--- src/rtl/pipeline_mem_pkg.sv ---
// Shared encodings for the MEM stage: load/store controls, access sizes and FSM states.
package pipeline_mem_pkg;

    localparam logic [2:0] RD_NONE = 3'd0;
    localparam logic [2:0] RD_LB   = 3'd1;
    localparam logic [2:0] RD_LBU  = 3'd2;
    localparam logic [2:0] RD_LH   = 3'd3;
    localparam logic [2:0] RD_LHU  = 3'd4;
    localparam logic [2:0] RD_LW   = 3'd5;
    localparam logic [2:0] RD_LWU  = 3'd6;
    localparam logic [2:0] RD_LD   = 3'd7;

    localparam logic [2:0] WR_NONE = 3'd0;
    localparam logic [2:0] WR_SB   = 3'd1;
    localparam logic [2:0] WR_SH   = 3'd2;
    localparam logic [2:0] WR_SW   = 3'd3;
    localparam logic [2:0] WR_SD   = 3'd4;

    localparam logic [7:0] MASK_B = 8'h01;
    localparam logic [7:0] MASK_H = 8'h03;
    localparam logic [7:0] MASK_W = 8'h0F;
    localparam logic [7:0] MASK_D = 8'hFF;

    typedef enum logic [1:0] {SZ_B, SZ_H, SZ_W, SZ_D} size_e;

    typedef enum logic {ST_IDLE, ST_REQ} state_e;

    function automatic logic [7:0] size_mask(size_e sz);
        case (sz)
            SZ_H:    return MASK_H;
            SZ_W:    return MASK_W;
            SZ_D:    return MASK_D;
            default: return MASK_B;
        endcase
    endfunction

endpackage

--- src/rtl/mem_lsu_align.sv ---
// Combinational load/store alignment: access decode, misalign detect, strobe/data lane
// build for stores and extract/extend for loads.
module mem_lsu_align
    import pipeline_mem_pkg::*;
(
    input  logic [2:0]  rd_ctrl,
    input  logic [2:0]  wr_ctrl,
    input  logic [2:0]  addr_lo,
    input  logic [63:0] st_data,
    input  logic [63:0] ld_raw,
    output logic        is_load,
    output logic        is_store,
    output logic        misalign,
    output logic [7:0]  wstrb,
    output logic [63:0] wdata,
    output logic [63:0] ld_data
);

    size_e       size;
    logic [63:0] ld_shift;

    always_comb begin
        is_store = (wr_ctrl >= WR_SB) && (wr_ctrl <= WR_SD);
        // A valid store overrides any read control presented alongside it
        is_load  = (rd_ctrl != RD_NONE) && !is_store;

        size = SZ_B;
        if (is_store) begin
            case (wr_ctrl)
                WR_SH:   size = SZ_H;
                WR_SW:   size = SZ_W;
                WR_SD:   size = SZ_D;
                default: size = SZ_B;
            endcase
        end else if (is_load) begin
            case (rd_ctrl)
                RD_LH, RD_LHU: size = SZ_H;
                RD_LW, RD_LWU: size = SZ_W;
                RD_LD:         size = SZ_D;
                default:       size = SZ_B;
            endcase
        end

        case (size)
            SZ_H:    misalign = addr_lo[0];
            SZ_W:    misalign = |addr_lo[1:0];
            SZ_D:    misalign = |addr_lo;
            default: misalign = 1'b0;
        endcase

        wstrb = size_mask(size) << addr_lo;

        case (size)
            SZ_H:    wdata = {4{st_data[15:0]}};
            SZ_W:    wdata = {2{st_data[31:0]}};
            SZ_D:    wdata = st_data;
            default: wdata = {8{st_data[7:0]}};
        endcase

        ld_shift = ld_raw >> {addr_lo, 3'b000};
        ld_data  = 64'd0;
        if (is_load) begin
            case (rd_ctrl)
                RD_LB:   ld_data = {{56{ld_shift[7]}},  ld_shift[7:0]};
                RD_LBU:  ld_data = {56'd0,              ld_shift[7:0]};
                RD_LH:   ld_data = {{48{ld_shift[15]}}, ld_shift[15:0]};
                RD_LHU:  ld_data = {48'd0,              ld_shift[15:0]};
                RD_LW:   ld_data = {{32{ld_shift[31]}}, ld_shift[31:0]};
                RD_LWU:  ld_data = {32'd0,              ld_shift[31:0]};
                default: ld_data = ld_shift;
            endcase
        end
    end

endmodule

--- src/rtl/pipeline_mem_stage7.sv ---
// MEM pipeline stage: two-state request FSM toward the data memory and the registered
// MEM/WB boundary. Upstream is stalled through mem_busy while a request is outstanding.
module pipeline_mem_stage7
    import pipeline_mem_pkg::*;
(
    input  logic        clk,
    input  logic        reset,
    input  logic [63:0] pc_EXC,
    input  logic        rf_wr_en_EXC,
    input  logic [1:0]  rf_wr_sel_EXC,
    input  logic [63:0] alu_result_EXC,
    input  logic [2:0]  dm_rd_ctrl_EXC,
    input  logic [2:0]  dm_wr_ctrl_EXC,
    input  logic [63:0] reg_data2_EXC,
    input  logic [4:0]  rd_EXC,
    output logic        dm_req,
    output logic        dm_we,
    output logic [63:0] dm_addr,
    output logic [7:0]  dm_wstrb,
    output logic [63:0] dm_wdata,
    input  logic        dm_ready,
    input  logic [63:0] dm_rdata,
    output logic        mem_busy,
    output logic [63:0] pc_WB,
    output logic        rf_wr_en_WB,
    output logic [1:0]  rf_wr_sel_WB,
    output logic [63:0] alu_result_WB,
    output logic [63:0] dm_data_WB,
    output logic [4:0]  rd_WB,
    output logic        misalign_WB
);

    logic        is_load, is_store, misalign;
    logic [63:0] ld_data;

    state_e      state_q, state_d;
    logic [63:0] pc_wb_q, pc_wb_d;
    logic        rf_wr_en_wb_q, rf_wr_en_wb_d;
    logic [1:0]  rf_wr_sel_wb_q, rf_wr_sel_wb_d;
    logic [63:0] alu_result_wb_q, alu_result_wb_d;
    logic [63:0] dm_data_wb_q, dm_data_wb_d;
    logic [4:0]  rd_wb_q, rd_wb_d;
    logic        misalign_wb_q, misalign_wb_d;

    mem_lsu_align u_align (
        .rd_ctrl  (dm_rd_ctrl_EXC),
        .wr_ctrl  (dm_wr_ctrl_EXC),
        .addr_lo  (alu_result_EXC[2:0]),
        .st_data  (reg_data2_EXC),
        .ld_raw   (dm_rdata),
        .is_load  (is_load),
        .is_store (is_store),
        .misalign (misalign),
        .wstrb    (dm_wstrb),
        .wdata    (dm_wdata),
        .ld_data  (ld_data)
    );

    // EXC inputs are frozen by mem_busy, so the request fields stay stable through REQ
    assign dm_req  = (state_q == ST_REQ);
    assign dm_we   = dm_req && is_store;
    assign dm_addr = {alu_result_EXC[63:3], 3'b000};

    always_comb begin
        state_d  = state_q;
        mem_busy = 1'b0;
        case (state_q)
            ST_IDLE: begin
                if ((is_load || is_store) && !misalign) begin
                    mem_busy = 1'b1;
                    state_d  = ST_REQ;
                end
            end
            ST_REQ: begin
                mem_busy = !dm_ready;
                if (dm_ready) state_d = ST_IDLE;
            end
            default: state_d = ST_IDLE;
        endcase

        pc_wb_d         = pc_EXC;
        rf_wr_sel_wb_d  = rf_wr_sel_EXC;
        alu_result_wb_d = alu_result_EXC;
        rd_wb_d         = rd_EXC;
        // Stalled cycles pass a bubble: nothing may be written back twice
        rf_wr_en_wb_d   = rf_wr_en_EXC && !misalign && !mem_busy;
        misalign_wb_d   = misalign && !mem_busy;
        dm_data_wb_d    = (is_load && !misalign && !mem_busy) ? ld_data : 64'd0;
    end

    always_ff @(posedge clk or negedge reset) begin
        if (!reset) begin
            state_q         <= ST_IDLE;
            pc_wb_q         <= 64'd0;
            rf_wr_en_wb_q   <= 1'b0;
            rf_wr_sel_wb_q  <= 2'd0;
            alu_result_wb_q <= 64'd0;
            dm_data_wb_q    <= 64'd0;
            rd_wb_q         <= 5'd0;
            misalign_wb_q   <= 1'b0;
        end else begin
            state_q         <= state_d;
            pc_wb_q         <= pc_wb_d;
            rf_wr_en_wb_q   <= rf_wr_en_wb_d;
            rf_wr_sel_wb_q  <= rf_wr_sel_wb_d;
            alu_result_wb_q <= alu_result_wb_d;
            dm_data_wb_q    <= dm_data_wb_d;
            rd_wb_q         <= rd_wb_d;
            misalign_wb_q   <= misalign_wb_d;
        end
    end

    assign pc_WB         = pc_wb_q;
    assign rf_wr_en_WB   = rf_wr_en_wb_q;
    assign rf_wr_sel_WB  = rf_wr_sel_wb_q;
    assign alu_result_WB = alu_result_wb_q;
    assign dm_data_WB    = dm_data_wb_q;
    assign rd_WB         = rd_wb_q;
    assign misalign_WB   = misalign_wb_q;

endmodule

--- config.mk ---
export PLATFORM = sky130hd
export DESIGN_NAME = pipeline_mem_stage7
export DESIGN_NICKNAME = d
export VERILOG_FILES = /design/src/rtl/pipeline_mem_pkg.sv /design/src/rtl/mem_lsu_align.sv /design/src/rtl/pipeline_mem_stage7.sv
export SDC_FILE = /design/constraint.sdc
export NUM_CORES = 1
export LEC_CHECK = 0
export CAP_MARGIN = 20
export CORE_AREA = 2 2 236 238
export CTS_BUF_LIST = sky130_fd_sc_hd__clkbuf_4
export DETAILED_ROUTE_END_ITERATION = 16
export DIE_AREA = 0 0 238 240
export GPL_TIMING_DRIVEN = 0
export PLACE_DENSITY = 0.4
export SLEW_MARGIN = 20
export SYNTH_ARGS = -nofsm -noshare
export SYNTH_HDL_FRONTEND = slang
export SYNTH_SLANG_ARGS = --single-unit
--- constraint.sdc ---
create_clock -name clk -period 3.95 [get_ports clk]
set_clock_uncertainty 0.15 [all_clocks]
set_input_delay 0.79 -clock clk [delete_from_list [all_inputs] [get_ports clk]]
set_output_delay 0.79 -clock clk [all_outputs]
set_load 0.03 [all_outputs]
==> run summary <==
status - finished clean
Peak Freq - 259 MHz
fin cells - 2,268
unrepaired setup endpoints after global routing - false
IO Pins - 613
cell count after placement - 2,143
die height - 240 um
vias per cell - 4.13
critical path class - in2out
EDFF count, synth - 0
core area - 0.0547 mm2
Clock Sinks - 202
Die ar. - 0.0571 mm2
final-layout fill cell count - 5,737
clock latency on the worst-skew pair - 710 ps
post-DP HPWL - 47,400 um
CP endpoint kind - output port
power per cell area - 361 mW/mm2
largest net degree at the start of global routing - 91
die width - 238 um
Rows - 86
Max VDD drop - 0.145 mV
Rel. slew slack - 48.0%
syn avg cell area - 11.2 um2
Fin Hold WS - 197 ps
number of max-cap violations - 0
static leakage - 7.40 nW
clk root buf - clkbuf_4
Setup crit start - alu_result_EXC[2]
Min-Delay Path Class - in2reg
hold depth - 1
Syn-to-layout area delta - 85.7%
total CTS buffers - 60
wire per inst - 25.0 um
CP Launch Type - primary input
Post-route DRC - 0
Synth Cell Area - 0.00929 mm2
worst hold endpoint - alu_result_WB[1]$_DFF_PN0_
Nets - 1,787
Worst-Margin Slew - 776 ps
sequential fraction of the synthesis area - 54.4%
H-tree depth - 2
CP max FO - 10
clock buffer depth - 3
WP data arrival - 2920 ps
setup_tns - 0 ps
Initial Util - 17.0%
Final min period - 3860 ps
fin crit share - 97.7%
most common cell after layout, fill and taps aside - clkdlybuf4s50_1
most frequent cells in the layout - clkdlybuf4s50_1, dfrtp_1, buf_4, nand2_1, clkbuf_4
CTS tree - built
Pins Over Slew Limit - 0
Setup Viol. Count Final - 0
clk slew on worst S/H paths - 50 ps
FF-to-FF End - dm_data_WB[29]$_DFF_PN0_
synthesized flop and latch total - 202
DR vias - 9,378
Top FF cell, synth - dfrtp_1
Ys Warns - 0
Final Core Density - 31.6%
R2R setup slack - 1940 ps
share of post-route cells with drive strength above 1 - 20.9%
Fin. Hold Viols - 0
Synth async-reset ratio - 100%
Initial DRC Count - 445
total gr overflow - 0
# port buffers - 606
worst path required time - 3010 ps
vias in the first global route - 9,842
Global Route Usage Sum - 19.2%
drt total wl - 56,700 um
FF-to-FF Start - dm_req$_DFF_PN0_
Post-Synthesis Cells - 829
Pre-antenna DRT Iters - 5
R2R depth - 5
initial antenna violation count - 11
HP Start - alu_result_EXC[1]
gpl congestion - 0.882
first-pass GRT wire length - 76,700 um
number of antenna-violating nets in the routed design - 0
synth unique cells - 49
cells in the mapped netlist (2+ instances only):
master | n | area, um2
a211oi_1 | 31 | 233
a21oi_1 | 37 | 185
a221o_1 | 8 | 80.1
a22o_1 | 11 | 96.3
a31oi_1 | 16 | 100
and2_1 | 3 | 18.8
and3_1 | 15 | 93.8
buf_1 | 5 | 18.8
buf_2 | 30 | 150
buf_4 | 74 | 556
clkbuf_1 | 21 | 78.8
dfrtp_1 | 202 | 5050
inv_1 | 5 | 18.8
mux2_2 | 39 | 439
mux2i_1 | 65 | 651
mux4_2 | 7 | 158
nand2_1 | 99 | 372
nand2b_1 | 4 | 25.0
nand3_1 | 2 | 10.0
nor2_1 | 48 | 180
nor2_2 | 2 | 12.5
nor2b_1 | 11 | 68.8
nor3_1 | 3 | 15.0
nor3b_1 | 15 | 113
o211ai_1 | 2 | 15.0
o21a_1 | 5 | 37.5
o21ai_0 | 27 | 135
o22ai_1 | 8 | 50.1
o2bb2ai_1 | 8 | 70.1
o31ai_1 | 3 | 22.5
o32a_1 | 2 | 20.0
or2_2 | 2 | 12.5
xnor2_1 | 3 | 26.3
stage by stage:
step           total power, W  instance area (um2)  worst slack, ps
2_1_floorplan         0.00321                 9300              339
5_1_grt               0.00657                17300             30.1
3_3_place_gp          0.00429                16200            -7250
6_report              0.00623                17300             91.0
4_1_cts               0.00637                17200            -33.2
3_5_place_dp          0.00429                16300            -1330
timing repair:
item / CTS / global route
setup endpoints to repair: 65 / 37
hold buffers: 1 / 0
endpoints found under the hold margin: 35 / 0
pin swaps: 7 / 3
resized for setup: 184 / 31
setup buffers: 11 / 5
how the worst max path moves through the flow:
| stage | cells past startpoint | endpoint |
|---|---|---|
| 2_1_floorplan | 8 | dm_wdata[30] |
| 3_3_place_gp | 1 | alu_result_WB[13]$_DFF_PN0_ |
| 3_5_place_dp | 8 | dm_wstrb[7] |
| 4_1_cts | 8 | dm_wstrb[6] |
| 5_1_grt | 8 | dm_wstrb[6] |
| 6_report | 6 | dm_wstrb[0] |
routing by layer:
layer  track usage, %  wire [um]
met1             18.9      19500
met5                0         51
met3             6.59       4790
met2             37.8      31100
met4             5.06       1300
worst max-delay path: stages:
cell and delay (ps):
clkdlybuf4s50_1 520, buf_2 250, or2_2 320, clkbuf_1 290, nor2_4 290, dlygate4sd2_1 450
where the power goes:
| part | internal (W) | leakage [nW] | switching (W) |
|---|---|---|---|
| sequential | 0.00216 | 2.50 | 0.0000313 |
| clock | 0.00101 | 0.451 | 0.000987 |
| combinational | 0.000864 | 4.45 | 0.00118 |
area by class of cell:
cell class,instances,area (um2),area share (%)
multi-input combinational,493,3540,20.5
tap,704,881,5.10
antenna,2,5.00,0.0290
clock inverter,24,113,0.652
buffer,127,861,4.99
sequential,202,5050,29.3
timing repair buffer,625,6140,35.6
inverter,5,22.5,0.130
clock buffer,86,646,3.74
cell families (layout without fill, tap and decap cells):
family | after synthesis | count (layout) | synth area share (%)
AND/OR/NAND/NOR | 208 | 208 | 10.5
buffers and inverters | 136 | 867 | 8.90
XOR/XNOR | 4 | 4 | 0.458
flip-flops | 202 | 202 | 54.4
multiplexers | 111 | 111 | 13.4
AO/OA/AOI/OAI | 167 | 167 | 12.3
other | 1 | 5 | 0.0403
sequential cells by signal (all words and copies together), names as in the netlist:
register       cells
rd_WB              5
dm_req             1
misalign_WB        1
dm_data_WB        64
rf_wr_en_WB        1
rf_wr_sel_WB       2
alu_result_WB     64
pc_WB             64
Note: power is estimated with default switching activity, not from simulation.
